--- config.mk ---
export PLATFORM = sky130hd
export DESIGN_NAME = maxpool_stream_11
export DESIGN_NICKNAME = d
export VERILOG_FILES = /design/src/rtl/maxpool_stream_11.sv
export SDC_FILE = /design/constraint.sdc
export NUM_CORES = 1
export LEC_CHECK = 0
export ABC_CLOCK_PERIOD_IN_PS = 2000
export BUFFER_PORTS_ARGS = -buffer_cell sky130_fd_sc_hd__clkbuf_2
export CAP_MARGIN = 20
export CORE_MARGIN = 1.5
export CORE_UTILIZATION = 40
export DETAILED_ROUTE_END_ITERATION = 12
export PLACE_DENSITY = 0.68
export SETUP_SLACK_MARGIN = 0.4
export SLEW_MARGIN = 20
export SYNTH_ARGS = -nofsm -noshare
export SYNTH_HDL_FRONTEND = slang
export SYNTH_SLANG_ARGS = --single-unit
--- constraint.sdc ---
create_clock -name clk -period 2 [get_ports clk]
set_input_delay 0.5 -clock clk [delete_from_list [all_inputs] [get_ports clk]]
set_output_delay 0.5 -clock clk [all_outputs]
set_load 0.02 [all_outputs]
--- src/rtl/maxpool_stream_11.sv ---
// rtl/maxpool_stream_11.sv - streaming 1-D signed max-pool over non-overlapping windows of P samples
// Define MAXPOOL_IDX_EN to add the y_idx port reporting the frame index of each window's maximum.
module maxpool_stream_11 #(
  parameter int W = 11,
  parameter int N = 22,
  parameter int P = 2
) (
  input  logic                 clk,
  input  logic                 reset,
  input  logic signed [W-1:0]  x_data,
  input  logic                 x_valid,
  output logic                 x_ready,
  output logic signed [W-1:0]  y_data,
  output logic                 y_valid,
  input  logic                 y_ready
`ifdef MAXPOOL_IDX_EN
  ,
  output logic [((N > 1) ? $clog2(N) : 1)-1:0] y_idx
`endif
);
  localparam int CW = (P > 1) ? $clog2(P) : 1;
  localparam int FW = (N > 1) ? $clog2(N) : 1;

  typedef enum logic {ACC, OUT} state_t;

  state_t                state, state_nxt;
  logic [CW-1:0]         win_cnt;
  logic [FW-1:0]         frm_cnt;
  logic signed [W-1:0]   max_r;
  logic signed [W-1:0]   cand;
  logic                  accept;
  logic                  close;
  logic                  take_new;
  logic                  frm_last;

  // Strict greater-than so a tie keeps the earlier sample.
  assign take_new = (win_cnt == '0) || (x_data > max_r);
  assign cand     = take_new ? x_data : max_r;
  assign frm_last = (frm_cnt == FW'(N - 1));
  assign accept   = x_valid && x_ready;
  assign close    = accept && ((win_cnt == CW'(P - 1)) || frm_last);

  always_comb begin
    state_nxt = state;
    x_ready   = (state == ACC) || y_ready;
    y_valid   = (state == OUT);
    case (state)
      ACC:     if (close) state_nxt = OUT;
      OUT:     if (y_ready) state_nxt = close ? OUT : ACC;
      default: state_nxt = ACC;
    endcase
  end

  always_ff @(posedge clk or negedge reset) begin
    if (!reset) begin
      state <= ACC;
    end else begin
      state <= state_nxt;
    end
  end

  always_ff @(posedge clk or negedge reset) begin
    if (!reset) begin
      win_cnt <= '0;
      frm_cnt <= '0;
      max_r   <= '0;
      y_data  <= '0;
    end else if (accept) begin
      max_r   <= cand;
      frm_cnt <= frm_last ? '0 : frm_cnt + 1'b1;
      if (close) begin
        win_cnt <= '0;
        y_data  <= cand;
      end else begin
        win_cnt <= win_cnt + 1'b1;
      end
    end
  end

`ifdef MAXPOOL_IDX_EN
  logic [FW-1:0] idx_r;
  logic [FW-1:0] cand_idx;

  assign cand_idx = take_new ? frm_cnt : idx_r;

  always_ff @(posedge clk or negedge reset) begin
    if (!reset) begin
      idx_r <= '0;
      y_idx <= '0;
    end else if (accept) begin
      idx_r <= cand_idx;
      if (close) y_idx <= cand_idx;
    end
  end
`endif

endmodule

==> qor.txt <==
Tot Pwr - 4230 µW
CP required - 2.17 ns
crit-path max FO - 5
die span in x - 72.38 µm
GRT Total Usage - 20.06%
clock tree root driver cell - clkbuf_8
port buffer count - 27
Final Max Slew Viols - 0
total CTS buffers - 5
Final Hold Slack - 0.2257 ns
hold crit path type - in -> async
R2R depth - 9
CTS tree - built
Core Area - 0.004692 mm²
clock slew at reported path FFs - 0.07 ns
utilization after layout - 57.39%
H-Tree Depth - 2
syn avg cell area - 9.533 µm²
most frequent cells in the layout - nor2_1 (35), buf_4 (35), dfrtp_1 (29)
RSZ-0062 raised after global routing - true
Peak supply drop - 0.6544 mV
ys flop type - dfrtp_1
design area - 0.002693 mm²
ANT nets after route - 0
Final Hold Fails - 0
vias in the first global route - 1704
status - finished with violations
Max Freq - 499.1 MHz
Data arrival, critical path - 2.17 ns
EDFF count, synth - 0
number of antenna repair diodes - 0
Vias/cell - 5.439
max_slew headroom - 73.39%
failing checks - setup timing
CTS Buffer Depth - 2
Final Skew - 0.005440 ns
Tmin final - 2.003 ns
full die area - 0.005239 mm²
post-synthesis sequential area ratio - 37.69%
Initial Util - 41.04%
hold-fix buffers at CTS - 0
final period utilization - 100.2%
cell taking the most area after synthesis - dfrtp_1
Clk Latency, worst-skew pair - 0.28 ns
nets@finish - 294
Wirelength per Cell - 14.72 µm
Post-synth ARST share - 100.0%
DRT iter0 DRCs - 87
yosys warns - 0
DRC violations left - 0
post-route setup slack - -0.003435 ns
main area contributors after synthesis - dfrtp_1 (38%), ha_1 (8.4%), mux2_4 (7.8%), a221oi_2 (7.0%), nor2_1 (7.0%)
Cell variety after synth - 34
drt total wl - 4.724 mm
GRT overflow - 0
I/O pin cnt - 28
reg2reg setup slack - -0.003 ns
GPL Wtd Cong - 0.8198
largest net degree at the start of global routing - 30
Crit. End Element - flop
CP Launch Type - flop
critical path type - reg -> reg
reg2reg start - max_r[10]$_DFFE_PN0P_
Placed Area - 0.002487 mm²
area delta synth->final - 39.83%
Post-DP HPWL - 3.393 mm
first-pass GRT wire length - 8.010 mm
TritonCTS Sinks - 29
Pwr Density - 1571 mW/mm²
static leakage - 0.001270 µW
Syn Inst Count - 202
DR vias - 1746
synthesized cell area - 0.001926 mm²
Setup violations, final - 1
First-pass DRT Iterations - 4
FP Rows - 25
syn_nets - 230
max-cap viol count - 0
R2R Path End - max_r[4]$_DFFE_PN0P_
proportion of layout cells with a drive suffix above 1 - 47.94%
Synth top area share - 37.69%
synthesized flop and latch total - 29
die height - 72.38 µm
Least-Margin Pin Slew - 0.3991 ns
initial antenna violation count - 0
## worst max-delay path, stage by stage (launching register included)
cell	delay (ns)
dfrtp_1	0.40
inv_2	0.07
ha_4	0.19
nand4_1	0.12
buf_4	0.14
nor2_4	0.04
a221oi_4	0.31
o22ai_2	0.15
buf_6	0.16
mux2_4	0.30
## metal layers
metal  vias up  GRT usage, %  share of wire (%)
met5         -             0                  0
met4         0         7.757                1.7
met3         8         4.444                4.8
met2        50         32.51                 48
met1       835         26.16                 45
li1        853             -                  -
## flip-flops by register name, summed over array words and instances (netlist names)
register  flops
max_r        11
y_data       11
frm_cnt       5
win_cnt       1
y_valid       1
## synthesized netlist by cell type, types with 2 or more instances
| cell | number |
|---|---|
| ha_1 | 13 |
| mux2_4 | 10 |
| clkbuf_1 | 2 |
| mux2_2 | 2 |
| nand4_1 | 4 |
| nor3_1 | 11 |
| o211ai_1 | 2 |
| o21ai_0 | 5 |
| o22ai_1 | 2 |
| buf_2 | 7 |
| a221oi_2 | 9 |
| nand2_1 | 20 |
| a211o_1 | 11 |
| nor2_1 | 36 |
| a21oi_1 | 3 |
| a221oi_1 | 2 |
| inv_1 | 16 |
| dfrtp_1 | 29 |
| nand2b_1 | 3 |
## kinds of logic (layout without fill, tap and decap cells)
logic type	Yosys count	count (layout)	share of synthesized area, %
adder cells (fa/ha/maj)	13	13	8.447
AND/OR/NAND/NOR	78	78	17.61
multiplexers	12	12	8.967
flip-flops	29	29	37.69
AO/OA/AOI/OAI	42	42	20.92
buffers and inverters	28	93	6.367
## worst max-delay path by stage
stage	from	end	slack [ns]
4_1_cts	max_r[6]$_DFFE_PN0P_	max_r[4]$_DFFE_PN0P_	-0.003
2_1_floorplan	x_data[5]	max_r[10]$_DFFE_PN0P_	0.03
3_3_place_gp	x_data[5]	y_data[10]$_DFFE_PN0P_	-0.23
6_report	max_r[10]$_DFFE_PN0P_	max_r[4]$_DFFE_PN0P_	-0.003
3_5_place_dp	x_data[5]	y_data[9]$_DFFE_PN0P_	-0.25
5_1_grt	max_r[9]$_DFFE_PN0P_	max_r[5]$_DFFE_PN0P_	-0.07
## power by group
part           internal [µW]  switching [µW]  total, µW
Sequential               878             235       1110
Combinational           1270            1300       2570
Clock                    311             233        544
## layout make-up
type	count	area (µm²)
clock inverters	1	5.005
repair buffers	69	480.5
multi-input cells	145	1257
flip-flops and latches	29	725.7
inverters	16	60.06
fillers	409	1999
well taps	54	67.56
clock buffers	7	96.34
## what timing repair did
action	in CTS	in global routing
gates resized for setup	13	11
setup endpoints to repair	22	23
buffers inserted	1	2
pin swaps	5	4
## metrics by stage
| step | cells | setup WS, ns | TNS [ns] |
|---|---|---|---|
| 6_report | 321 | -0.003435 | -0.003435 |
| 5_1_grt | 321 | -0.07473 | -1.189 |
| 3_5_place_dp | 310 | -0.2523 | -4.510 |
| 4_1_cts | 319 | -0.002571 | -0.002571 |
| 2_1_floorplan | 202 | 0.03125 | 0 |
| 3_3_place_gp | 310 | -0.2336 | -4.043 |
(Power assumes the default switching activity.)
